**src/rtl/dmem_lsu_pkg.sv**
```systemverilog
// Shared definitions for the data-memory load/store unit: funct3 access
// modes, FSM state encoding, response error codes and request-check helpers.
package lsu_pkg;

    // RISC-V funct3 load/store width encodings
    localparam logic [2:0] MODE_B  = 3'b000;
    localparam logic [2:0] MODE_H  = 3'b001;
    localparam logic [2:0] MODE_W  = 3'b010;
    localparam logic [2:0] MODE_D  = 3'b011;
    localparam logic [2:0] MODE_BU = 3'b100;
    localparam logic [2:0] MODE_HU = 3'b101;
    localparam logic [2:0] MODE_WU = 3'b110;

    typedef enum logic [2:0] {
        ST_IDLE = 3'd0,
        ST_REQ  = 3'd1,
        ST_WAIT = 3'd2,
        ST_RESP = 3'd3,
        ST_ERR  = 3'd4
    } lsu_state_t;

    typedef enum logic [1:0] {
        ERR_OK       = 2'b00,
        ERR_MISALIGN = 2'b01,
        ERR_TIMEOUT  = 2'b10,
        ERR_ILLEGAL  = 2'b11
    } lsu_err_t;

    // Mode 111 never exists; D and WU only exist on a 64-bit datapath.
    function automatic logic mode_illegal(input logic [2:0] mode, input logic is_xlen64);
        return (mode == 3'b111) || (!is_xlen64 && (mode == MODE_D || mode == MODE_WU));
    endfunction

    // Natural alignment check; byte accesses are always aligned.
    function automatic logic addr_misaligned(input logic [2:0] mode, input logic [2:0] addr_lo);
        logic mis;
        case (mode)
            MODE_H, MODE_HU: mis = addr_lo[0];
            MODE_W, MODE_WU: mis = |addr_lo[1:0];
            MODE_D:          mis = |addr_lo;
            default:         mis = 1'b0;
        endcase
        return mis;
    endfunction

endpackage

```
**src/rtl/dmem_lsu_align.sv**
```systemverilog
// Combinational lane logic. The store path shifts data and strobes into the
// addressed byte lanes; the load path shifts the read word down, truncates it
// to the access size and sign- or zero-extends it.
module lsu_align
    import lsu_pkg::*;
#(
    parameter int XLEN      = 32,
    parameter bit LOAD_PATH = 1'b0
) (
    input  logic [2:0]                 i_mode,
    input  logic [$clog2(XLEN/8)-1:0]  i_offset,
    input  logic [XLEN-1:0]            i_data,
    output logic [XLEN/8-1:0]          o_strb,
    output logic [XLEN-1:0]            o_data
);

    localparam int STRB_W = XLEN / 8;
    localparam int OFF_W  = $clog2(STRB_W);

    logic [7:0]         w_size_strb;
    logic [OFF_W+2:0]   w_bit_off;
    logic [XLEN-1:0]    w_store;
    logic [XLEN-1:0]    w_shift_dn;
    logic [XLEN-1:0]    w_load;

    assign w_bit_off  = {i_offset, 3'b000};
    assign w_store    = i_data << w_bit_off;
    assign w_shift_dn = i_data >> w_bit_off;
    assign o_strb     = w_size_strb[STRB_W-1:0] << i_offset;
    assign o_data     = LOAD_PATH ? w_load : w_store;

    // Unshifted byte-enable pattern for the access size
    always_comb begin
        // NOTE: every always_comb output gets a value on every path (default arm
        // here, default assignment below) so no latch is inferred.
        case (i_mode)
            MODE_B, MODE_BU: w_size_strb = 8'h01;
            MODE_H, MODE_HU: w_size_strb = 8'h03;
            MODE_W, MODE_WU: w_size_strb = 8'h0F;
            default:         w_size_strb = 8'hFF;
        endcase
    end

    // Truncate the shifted read word to the access size and extend it
    always_comb begin
        w_load = '0;
        case (i_mode)
            MODE_B:  w_load = XLEN'($signed(w_shift_dn[7:0]));
            MODE_H:  w_load = XLEN'($signed(w_shift_dn[15:0]));
            MODE_W:  w_load = XLEN'($signed(w_shift_dn[31:0]));
            MODE_D:  w_load = w_shift_dn;
            MODE_BU: w_load = XLEN'(w_shift_dn[7:0]);
            MODE_HU: w_load = XLEN'(w_shift_dn[15:0]);
            MODE_WU: w_load = XLEN'(w_shift_dn[31:0]);
            default: w_load = '0;
        endcase
    end

endmodule

```
**src/rtl/dmem_lsu.sv**
```systemverilog
// Load/store unit between the core and a variable-latency data memory:
// valid/ready request handshake, legality and alignment checks, byte-lane
// strobes, load extraction and a bus-timeout watchdog while waiting.
module dmem_lsu
    import lsu_pkg::*;
#(
    parameter int XLEN        = 32,
    parameter int ADDR_W      = 32,
    parameter int TIMEOUT_CYC = 255
) (
    input  logic                 clk,
    input  logic                 reset,
    input  logic                 req_valid,
    input  logic                 req_we,
    input  logic [2:0]           req_mode,
    input  logic [ADDR_W-1:0]    req_addr,
    input  logic [XLEN-1:0]      req_wdata,
    output logic                 req_ready,
    output logic                 core_stall,
    output logic                 rsp_valid,
    output logic [XLEN-1:0]      rsp_rdata,
    output logic [1:0]           rsp_err,
    output logic                 mem_req,
    output logic                 mem_we,
    output logic [ADDR_W-1:0]    mem_addr,
    output logic [XLEN/8-1:0]    mem_wstrb,
    output logic [XLEN-1:0]      mem_wdata,
    input  logic                 mem_gnt,
    input  logic                 mem_rvalid,
    input  logic [XLEN-1:0]      mem_rdata
);

    localparam int STRB_W = XLEN / 8;
    localparam int OFF_W  = $clog2(STRB_W);
    localparam int CNT_W  = $clog2(TIMEOUT_CYC + 1);

    lsu_state_t          r_state;
    logic [2:0]          r_mode;
    logic [OFF_W-1:0]    r_offset;
    logic                r_we;
    logic [CNT_W-1:0]    r_cnt;
    logic                r_mem_req;
    logic                r_mem_we;
    logic [ADDR_W-1:0]   r_mem_addr;
    logic [STRB_W-1:0]   r_mem_wstrb;
    logic [XLEN-1:0]     r_mem_wdata;
    logic                r_rsp_valid;
    logic [XLEN-1:0]     r_rsp_rdata;
    logic [1:0]          r_rsp_err;

    logic [OFF_W-1:0]    w_offset;
    logic                w_illegal;
    logic                w_misalign;
    logic [STRB_W-1:0]   w_st_strb;
    logic [XLEN-1:0]     w_st_data;
    logic [XLEN-1:0]     w_ld_data;
    logic [STRB_W-1:0]   w_ld_strb_unused;  // read data is extracted by shift, lanes not needed
    logic [CNT_W-1:0]    w_cnt_next;

    assign w_offset   = req_addr[OFF_W-1:0];
    assign w_illegal  = mode_illegal(req_mode, XLEN == 64);
    assign w_misalign = addr_misaligned(req_mode, req_addr[2:0]);
    assign w_cnt_next = r_cnt + 1'b1;

    // Store lanes are computed from the live request and latched on acceptance
    lsu_align #(.XLEN(XLEN), .LOAD_PATH(1'b0)) u_store_align (
        .i_mode   (req_mode),
        .i_offset (w_offset),
        .i_data   (req_wdata),
        .o_strb   (w_st_strb),
        .o_data   (w_st_data)
    );

    // Load extraction uses the mode and offset latched at acceptance
    lsu_align #(.XLEN(XLEN), .LOAD_PATH(1'b1)) u_load_align (
        .i_mode   (r_mode),
        .i_offset (r_offset),
        .i_data   (mem_rdata),
        .o_strb   (w_ld_strb_unused),
        .o_data   (w_ld_data)
    );

    assign req_ready  = (r_state == ST_IDLE);
    assign core_stall = req_valid && !(r_state == ST_RESP || r_state == ST_ERR);
    assign rsp_valid  = r_rsp_valid;
    assign rsp_rdata  = r_rsp_rdata;
    assign rsp_err    = r_rsp_err;
    assign mem_req    = r_mem_req;
    assign mem_we     = r_mem_we;
    assign mem_addr   = r_mem_addr;
    assign mem_wstrb  = r_mem_wstrb;
    assign mem_wdata  = r_mem_wdata;

    // Transaction FSM with registered memory-port and response outputs
    always_ff @(posedge clk or negedge reset) begin
        if (!reset) begin
            r_state     <= ST_IDLE;
            r_mode      <= '0;
            r_offset    <= '0;
            r_we        <= 1'b0;
            r_cnt       <= '0;
            r_mem_req   <= 1'b0;
            r_mem_we    <= 1'b0;
            r_mem_addr  <= '0;
            r_mem_wstrb <= '0;
            r_mem_wdata <= '0;
            r_rsp_valid <= 1'b0;
            r_rsp_rdata <= '0;
            r_rsp_err   <= '0;
        end else begin
            // NOTE: sequential state uses non-blocking assignments so every
            // register samples pre-edge values regardless of statement order.
            r_rsp_valid <= 1'b0;
            case (r_state)
                ST_IDLE: begin
                    if (req_valid) begin
                        if (w_illegal || w_misalign) begin
                            r_state     <= ST_ERR;
                            r_rsp_valid <= 1'b1;
                            r_rsp_rdata <= '0;
                            r_rsp_err   <= w_illegal ? ERR_ILLEGAL : ERR_MISALIGN;
                        end else begin
                            r_state     <= ST_REQ;
                            r_mode      <= req_mode;
                            r_offset    <= w_offset;
                            r_we        <= req_we;
                            r_mem_req   <= 1'b1;
                            r_mem_we    <= req_we;
                            r_mem_addr  <= {req_addr[ADDR_W-1:OFF_W], {OFF_W{1'b0}}};
                            r_mem_wstrb <= w_st_strb;
                            r_mem_wdata <= w_st_data;
                        end
                    end
                end
                ST_REQ: begin
                    // a same-cycle mem_rvalid is deliberately not looked at here
                    if (mem_gnt) begin
                        r_state   <= ST_WAIT;
                        r_mem_req <= 1'b0;
                        r_mem_we  <= 1'b0;
                        r_cnt     <= '0;
                    end
                end
                ST_WAIT: begin
                    if (mem_rvalid) begin
                        r_state     <= ST_RESP;
                        r_rsp_valid <= 1'b1;
                        r_rsp_rdata <= r_we ? '0 : w_ld_data;
                        r_rsp_err   <= ERR_OK;
                    end else if (w_cnt_next == CNT_W'(TIMEOUT_CYC)) begin
                        r_state     <= ST_ERR;
                        r_rsp_valid <= 1'b1;
                        r_rsp_rdata <= '0;
                        r_rsp_err   <= ERR_TIMEOUT;
                    end else begin
                        r_cnt <= w_cnt_next;
                    end
                end
                ST_RESP: r_state <= ST_IDLE;
                ST_ERR:  r_state <= ST_IDLE;
                default: r_state <= ST_IDLE;
            endcase
        end
    end

endmodule

```
**config.mk**
```make
export PLATFORM = sky130hd
export DESIGN_NAME = dmem_lsu
export DESIGN_NICKNAME = d
export VERILOG_FILES = /design/src/rtl/dmem_lsu_pkg.sv /design/src/rtl/dmem_lsu_align.sv /design/src/rtl/dmem_lsu.sv
export SDC_FILE = /design/constraint.sdc
export NUM_CORES = 1
export LEC_CHECK = 0
export CAP_MARGIN = 20
export CORE_MARGIN = 4
export CORE_UTILIZATION = 50
export CTS_BUF_LIST = sky130_fd_sc_hd__clkbuf_4 sky130_fd_sc_hd__clkbuf_8
export CTS_CLUSTER_DIAMETER = 60
export DETAILED_ROUTE_END_ITERATION = 7
export DONT_BUFFER_PORTS = 1
export PLACE_DENSITY = 0.69
export SETUP_SLACK_MARGIN = 0.3
export SYNTH_ARGS = -nofsm -noshare
export SYNTH_HDL_FRONTEND = slang
export SYNTH_SLANG_ARGS = --single-unit
```
**constraint.sdc**
```tcl
create_clock -name clk -period 2 [get_ports clk]
set_input_delay 0.4 -clock clk [delete_from_list [all_inputs] [get_ports clk]]
set_output_delay 0.4 -clock clk [all_outputs]
set_load 0.02 [all_outputs]
```
; ---- Word-level counts from Yosys, hierarchy flattened
; Index checks and enable logic that the tools add are counted.
[op_classes]
add_sub_neg = 1
multipliers = 0
div = 0
order_cmp = 0
n_eq_ne = 25
n_shift = 3
n_mux = 37
bitwise_logic = 1
reduce_logical = 23
[op_table]
columns = operator, count
row1 = $mux 32, 5
row2 = $pmux 32 s5, 1
row3 = $pmux 32 s2, 1
row4 = $shl 32x5->32, 1
row5 = $shr 32x5->32, 1
row6 = $eq 3x3->1 const B, 8
row7 = $mux 8, 3
row8 = $eq 3x2->1 const B, 6
row9 = $pmux 8 s2, 1
row10 = $mux 3, 5
row11 = $pmux 4 s3, 1
row12 = $reduce_and 4->1, 3
row13 = $mux 2, 5
row14 = $ne 2x2->1 const B, 5
row15 = $eq 3x1->1 const B, 3
row16 = $logic_not 3->1, 3
row17 = $mux 1, 9
row18 = $pmux 3 s3, 1
row19 = $add 8x1->8 const B, 1
row20 = $eq 8x8->1 const B, 1
row21 = $reduce_or 2->1, 4
row22 = $pmux 1 s2, 3
row23 = $reduce_and 3->1, 2
row24 = $reduce_bool 2->1, 3
row25 = 10 further kinds, 14
[word_totals]
reg_bits = 120
latch_bits = 0
ramBits = 0
mem_bits_ro = 0
word_cells = 103
mem_count = 0

; ---- Logic depth before layout (Yosys ltp)
; Gate-level depths: netlist of run 1.
[logic_depth]
depth_word = 7
ltp_mapped = 9
depth_no_buf = 6

; ---- Cells and area by module
; A second synthesis of run 1 with hierarchy kept.
[unflattened]
cells_unflattened = 665
hier_area_um2 = 6258.5
[modules_own_cells]
columns = module, instances, cells_per_inst, area_per_inst_um2, seq_area_each_um2
row1 = dmem_lsu, 1, 480, 4839.6, 3002.9
row2 = lsu_align (u_load_align), 1, 114, 848.3, 0.0
row3 = lsu_align (u_store_align), 1, 71, 570.5, 0.0

; ---- Least setup slack after synthesis of run 1
; No wires, ideal clock.
[synth_path]
kind = reg2reg
startpoint = reg r_cnt[0]
endpoint = reg r_rsp_rdata[20], in the netlist rsp_rdata[20]
setup_time_ns = 0.121
arrival_time_ns = 1.945
slack_ns = -0.066
path_stages_with_launch = 8
path_buffers = 1
synth_period_minus_slack_ns = 2.066
path_cell_list = dfrtp_1 > ha_1 > nand3_4 > or2_4 > a221oi_4 > a211oi_4 > buf_6 > a22o_1
[synth_via]
elab_chain_len = 4
[synth_lines]
columns = item, line_no
row1 = "start, declared", dmem_lsu.sv:41  ; logic [CNT_W-1:0] r_cnt;
row2 = "start signal, assigned", dmem_lsu.sv:156  ; r_cnt <= w_cnt_next;
row3 = $add 8x1->8, dmem_lsu.sv:63  ; assign w_cnt_next = r_cnt + 1'b1;
row4 = $eq 8x8->1, dmem_lsu.sv:150  ; end else if (w_cnt_next == CNT_W'(TIMEOUT_CYC)) begin
row5 = $ne 3x3->1 (no source line), n/a
row6 = $reduce_and 4->1 (no source line), n/a
row7 = "end signal, assigned", dmem_lsu.sv:148  ; r_rsp_rdata <= r_we ? '0 : w_ld_data;
row8 = "end, declared", dmem_lsu.sv:48  ; logic [XLEN-1:0] r_rsp_rdata;
; Every way passes these cells.
; A chain may end at the register's enable or synchronous reset.

; ---- Worst setup path after layout of run 1
[layout_path]
startpoint = reg r_cnt[0]
endpoint = reg r_cnt[2]
[layout_via]
elab_chain_len = 4
[layout_lines]
columns = item, line_no
row1 = $add 8x1->8 (*), dmem_lsu.sv:63
row2 = $eq 8x8->1 / $mux 8 (equally long branches), dmem_lsu.sv:150
row3 = $ne 2x2->1 (no source line) / $mux 8 (equally long branches), n/a
row4 = $reduce_and 4->1 (no source line) / $pmux 8 s2 (equally long branches), n/a
; Mark *: on every way between the ends. The rest lies on a longest branch, timed or not. The select of a mux whose other input is x is not followed.

==> qor.yml, run 1 <==
synth_ff_type: "dfrtp_1"
worst-setup-path-type: "reg2reg"
cts_tree: "done"
mappedNetlistArea_um2: 6000
ys_seq_area_frac: 0.501
cts-root-buf: "clkbuf_8"
wl_per_cell_um: 20.5
p_leak_nw: 3.30
maxSlewViolCount: 0
track_usage: 0.230
dr.max_layer_used: "met4"
clock_latency_ns: 0.44
cp-end-kind: "flip-flop"
yosysWarnings: 0
ir_drop_uv: 836
wl_met3_um: 1510
ant_nets: 0
die_width_um: 118
nets: 749
syn_to_final_growth_pct: 19.3
drt_wl_total_um: 16400
cts_buffers: 17
met2_length_um: 8160
num_vias: 4748
place_inst: 748
min_period_ns: 1.99
seqPwrFrac: 0.492
initial_core_util: 0.519
dp_slack_ns: -0.0189
met1_length_um: 6330
syn_area_per_cell_um2: 9.69
die_y_um: 118
ys_seq_elements: 120
fmax_ghz: 0.501
synth_edf_count: 0
grt_pass1_vias: 4745
clk_pin_slew_ns: 0.08
internal_power_mw: 6.15
power_density_nw_per_um2: 1540
cts_buffer_depth: 2
grt_start_max_net_pins: 121
setup_viol: 0
instances_no_fill: 798
ios: 212
n_antenna_cell: 0
fp-row-count: 39
slew_headroom: 0.540
design.die.area_um2: 13800
pwr-share-clk: 0.185
period_share: 0.997
cp_max_fo: 6
worst_pin_slew_ns: 0.687
ys_async_sr_fraction: 1.00
cp-start-kind: "flip-flop"
drt_drc_violations_left: 0
dr.pass1.iters: 5
combPwrFrac: 0.323
port_buffers: 0
rsz0062_at_grt: "true"
worst_slack_ns: 0.00503
post-route-util: 0.619
worstHoldPathType: "in2async"
fp.coreArea_um2: 11600
total_power_mw: 11.0
worstPathRequired_ns: 2.32
overflow: 0
hpwl_um: 11500
drive_gt1_frac: 0.244
finalHoldWorstSlack_ns: -0.339
violations: "negative hold slack"
gp_congestion: 0.870
status: "finished with violations"
htreeDepth: 4
grt_pass1_wl_um: 25500
synth_cell_types: 58
drt_iter0_drc: 280
critPathArrivalTime_ns: 2.31
swShare: 0.440
numClockSinks: 120
viasPerCell: 5.95
switchingPower_mw: 4.84
syn_inst: 619
maxCapViolations: 0
clock_skew_ns: 0.0113
hold_viol_final: 120
antenna_found_initial: 0
-- metrics by stage --
stage / setup TNS [ns] / cell area, um^2
after floorplan: 0 / 6240
after global placement: 0 / 6390
after detailed placement: -0.0189 / 6390
after CTS: 0 / 6840
after global routing: -0.703 / 7160
final: 0 / 7160
-- per-layer routing --
metal,GRT usage,vias to the layer above
li1,-,2214
met1,0.270,2303
met2,0.377,202
met3,0.0947,29
met4,0.0886,0
met5,0,-
-- critical path: stages (launching register included) --
cell and delay (ns):
dfrtp_2 0.39, ha_4 0.17, nand3_4 0.09, or2_4 0.28, a221oi_4 0.39, buf_4 0.20, nor2_4 0.05, a221o_1 0.32
-- synthesized netlist by cell type (3+ instances only) --
cell         n  share of area
nand2_1    165           0.10
dfrtp_1    120           0.50
mux2i_1     38          0.063
o21ai_0     31          0.026
a21oi_1     29          0.024
nor2_1      27          0.017
mux2_2      21          0.039
clkbuf_1    18          0.011
buf_2       15          0.013
nor2b_1     12          0.013
o31ai_1     11          0.014
a22o_1      10          0.015
a211oi_1     9          0.011
o2bb2ai_1    9          0.013
a21boi_0     8          0.010
o22ai_1      8         0.0083
a22oi_1      7         0.0088
a32o_1       7          0.012
inv_1        7         0.0044
nand3_1      6         0.0050
a221o_1      5         0.0083
buf_1        4         0.0025
nor4_1       4         0.0042
buf_4        3         0.0038
o211ai_1     3         0.0038
-- final timing paths --
check                                     start                        end  slack, ns  cells past startpoint
setup / recovery           r_cnt[0]$_DFFE_PN0P_       r_cnt[2]$_DFFE_PN0P_      0.005                      7
setup reg to reg           r_cnt[0]$_DFFE_PN0P_       r_cnt[2]$_DFFE_PN0P_      0.005                      7
min in group clk                   req_addr[28]   mem_addr[28]$_DFFE_PN0P_       0.07                      2
hold reg to reg            r_cnt[7]$_DFFE_PN0P_       r_cnt[7]$_DFFE_PN0P_       0.50                      1
max in group asynchronous                 reset   mem_addr[23]$_DFFE_PN0P_       2.19                      0
hold / removal                            reset  mem_wdata[29]$_DFFE_PN0P_      -0.34                      0
-- cells by family after synthesis --
logic type	share of synthesized area
buf+inv	0.0388
flops	0.501
compound gates	0.180
fa+ha+maj	0.00417
simple gates	0.169
mux	0.103
xor+xnor	0.00438
other cells	0.000625
-- state kept, by name, summed over array words and instances, names as in the netlist, 2 cells and up --
register	cells
rsp_rdata	32
mem_wstrb	4
mem_wdata	32
r_offset	2
mem_addr	30
r_cnt	8
r_mode	3
r_state	3
rsp_err	2
-- placed cells by master (no fill, tap or decap), drive strengths merged, types with 12 or more instances in the layout --
master	instances
nand2	165
dfrtp	120
buf	42
mux2i	38
o21ai	32
a21oi	29
nor2	29
clkbuf	23
mux2	21
nor2b	12
o31ai	12
-- repair_timing --
| action | in CTS | in global routing |
|---|---|---|
| setup buffers | 6 | 8 |
| gates cloned | 0 | 4 |
| hold endpoints to repair | 120 | 120 |
| pin swaps | 9 | 16 |
| resized for setup | 10 | 44 |
| endpoints found under the setup margin | 53 | 109 |
-- power groups by stage --
stage | clock network [mW] | logic, mW | registers (mW)
after floorplan | 0 | 2.60 | 5.05
after global placement | 0 | 3.03 | 5.42
after detailed placement | 0 | 3.17 | 5.43
after CTS | 2.07 | 3.27 | 5.43
after global routing | 2.20 | 3.92 | 5.54
final | 2.03 | 3.56 | 5.41
-- layout make-up --
cell class,count,area (um^2)
repair buffers,45,500
well taps,143,179
inverters,8,30.0
fillers,949,4410
multi-input cells,450,3070
clock inverters,12,104
clock buffers,20,263
flip-flops and latches,120,3010
No activity file was read; power rests on OpenSTA's default activity.
==> run 2: changes to the inputs <==
--- a/config.mk
+++ b/config.mk
@@ -6,14 +6,17 @@
 export NUM_CORES = 1
 export LEC_CHECK = 0
 export CAP_MARGIN = 20
+export CELL_PAD_IN_SITES_DETAIL_PLACEMENT = 0
+export CELL_PAD_IN_SITES_GLOBAL_PLACEMENT = 1
 export CORE_MARGIN = 4
-export CORE_UTILIZATION = 50
+export CORE_UTILIZATION = 44
 export CTS_BUF_LIST = sky130_fd_sc_hd__clkbuf_4 sky130_fd_sc_hd__clkbuf_8
 export CTS_CLUSTER_DIAMETER = 60
 export DETAILED_ROUTE_END_ITERATION = 7
 export DONT_BUFFER_PORTS = 1
-export PLACE_DENSITY = 0.69
+export PLACE_DENSITY = 0.79
 export SETUP_SLACK_MARGIN = 0.3
+export SLEW_MARGIN = 20
 export SYNTH_ARGS = -nofsm -noshare
 export SYNTH_HDL_FRONTEND = slang
 export SYNTH_SLANG_ARGS = --single-unit
==> run 2 against run 1 <==
The flow still finishes with violations (negative hold slack). Routed wire length decreased by 2.7%. Combinational power down 9.0%. Count of clock-buffer cells in the layout increased by 4. Largest power group unchanged.
==> qor.yml, run 2 (same netlist as run 1, synthesis figures left out) <==
layout_commonest_cell: "nand2_1"
maxCapViolations: 0
cp_max_fo: 12
swShare: 0.414
period_share: 0.960
design_area_um2: 7050
finalHoldWorstSlack_ns: -0.345
initial_core_util: 0.451
grt_start_max_net_pins: 121
place_inst: 777
hpwl_um: 11300
drt_drc_violations_left: 0
drt_wl_total_um: 15900
viasPerCell: 5.65
clock_latency_ns: 0.43
p_leak_nw: 3.25
slew_headroom: 0.567
worst_pin_slew_ns: 0.647
num_vias: 4622
dr.pass1.iters: 4
cp-start-kind: "flip-flop"
violations: "negative hold slack"
ant_nets: 0
drt_iter0_drc: 347
grt_pass1_wl_um: 26100
antenna_found_initial: 1
syn_to_final_growth_pct: 17.6
fp.coreArea_um2: 13300
pwr-share-clk: 0.232
wl_met3_um: 1570
fmax_ghz: 0.521
instances_no_fill: 818
met1_length_um: 6410
mostFrequentLayoutCells: "nand2_1, dfrtp_1, mux2i_1"
hold_viol_final: 120
ios: 212
cts-root-buf: "clkbuf_8"
maxSlewViolCount: 0
track_usage: 0.208
combPwrFrac: 0.287
nets: 736
clk_pin_slew_ns: 0.07
die_width_um: 125
drive_gt1_frac: 0.192
seqPwrFrac: 0.481
clock_skew_ns: 0.00886
ir_drop_uv: 750
rsz0062_at_grt: "true"
grt_pass1_vias: 4807
gp_congestion: 0.833
met2_length_um: 7620
switchingPower_mw: 4.66
fp-row-count: 42
worstPathRequired_ns: 2.32
cts_buffers: 17
status: "finished with violations"
dr.max_layer_used: "met4"
worst-setup-path-type: "reg2reg"
die_y_um: 125
power_density_nw_per_um2: 1600
post_dp_cell_area_um2: 6400
design.die.area_um2: 15600
setup_viol: 0
port_buffers: 0
overflow: 0
min_period_ns: 1.92
wl_per_cell_um: 19.5
htreeDepth: 4
internal_power_mw: 6.61
numClockSinks: 120
worstHoldPathType: "in2async"
cts_buffer_depth: 2
critPathArrivalTime_ns: 2.24
cp-end-kind: "flip-flop"
cts_tree: "done"
run 2: cell types whose count changed in the layout (fill, tap and decap cells not counted), sizes merged:
cell	before	now
buf	42	30
bufinv	1	5
clkbuf	23	25
clkinv	9	3
clkinvlp	3	0
diode	0	1
dlymetal6s2s	0	1
run 2: final timing paths:
check,start,to,slack [ns],cells past startpoint
max in group asynchronous,reset,rsp_rdata[6]$_DFFE_PN0P_,2.12,0
min reg2reg,r_cnt[7]$_DFFE_PN0P_,r_cnt[7]$_DFFE_PN0P_,0.51,1
max,r_cnt[1]$_DFFE_PN0P_,rsp_rdata[1]$_DFFE_PN0P_,0.08,7
max reg2reg,r_cnt[1]$_DFFE_PN0P_,rsp_rdata[1]$_DFFE_PN0P_,0.08,7
min in group clk,req_addr[1],mem_wstrb[1]$_DFFE_PN0P_,0.06,1
min,reset,r_state[2]$_DFFE_PN0P_,-0.34,0
run 2: area by class of cell:
class	instances	area, um^2
diodes	1	2.50
well taps	176	220
repair buffers	32	355
clock inverters	7	164
fillers	1188	6240
inverters	8	30.0
clock buffers	24	312
flip-flops and latches	120	3010
multi-input cells	450	2960
run 2: power by group through the flow:
stage / logic [mW] / registers (mW) / clock network (mW)
2_1_floorplan: 2.60 / 5.05 / 0
3_3_place_gp: 2.97 / 5.45 / 0
3_5_place_dp: 3.09 / 5.45 / 0
4_1_cts: 3.09 / 5.44 / 2.68
5_1_grt: 3.65 / 5.57 / 2.80
6_report: 3.24 / 5.42 / 2.61
run 2: through the flow:
step | worst slack [ns] | TNS [ns] | util | total power, mW | hold slack [ns]
floorplan | 0.00218 | 0 | - | 7.65 | 0.104
global placement | 0.0830 | 0 | 0.481 | 8.42 | 0.111
detailed placement | 0.0116 | 0 | 0.481 | 8.54 | 0.111
CTS | 0.0649 | 0 | 0.520 | 11.2 | -0.373
global route | -0.00184 | -0.00184 | 0.531 | 12.0 | -0.378
finish | 0.0793 | 0 | 0.531 | 11.3 | -0.345
run 2: repair_timing:
item                                   4_1_cts  5_1_grt
pin swaps                                    7        7
endpoints found under the hold margin      120      120
setup endpoints to repair                   44       79
gates resized for setup                      3       19
buffers inserted                             3        4
cloned                                       0        2
run 2: routing by layer:
layer	up-vias	track usage
li1	2193	-
met1	2226	0.255
met2	178	0.324
met3	25	0.0862
met4	0	0.0851
met5	-	0
run 2: worst max-delay path, cell delays in order (launching register included):
cell and delay, ns:
dfrtp_2 0.39, ha_4 0.16, nand3_4 0.08, or2_4 0.26, a221oi_4 0.35, a211oi_4 0.15, clkbuf_16 0.20, a32o_1 0.21
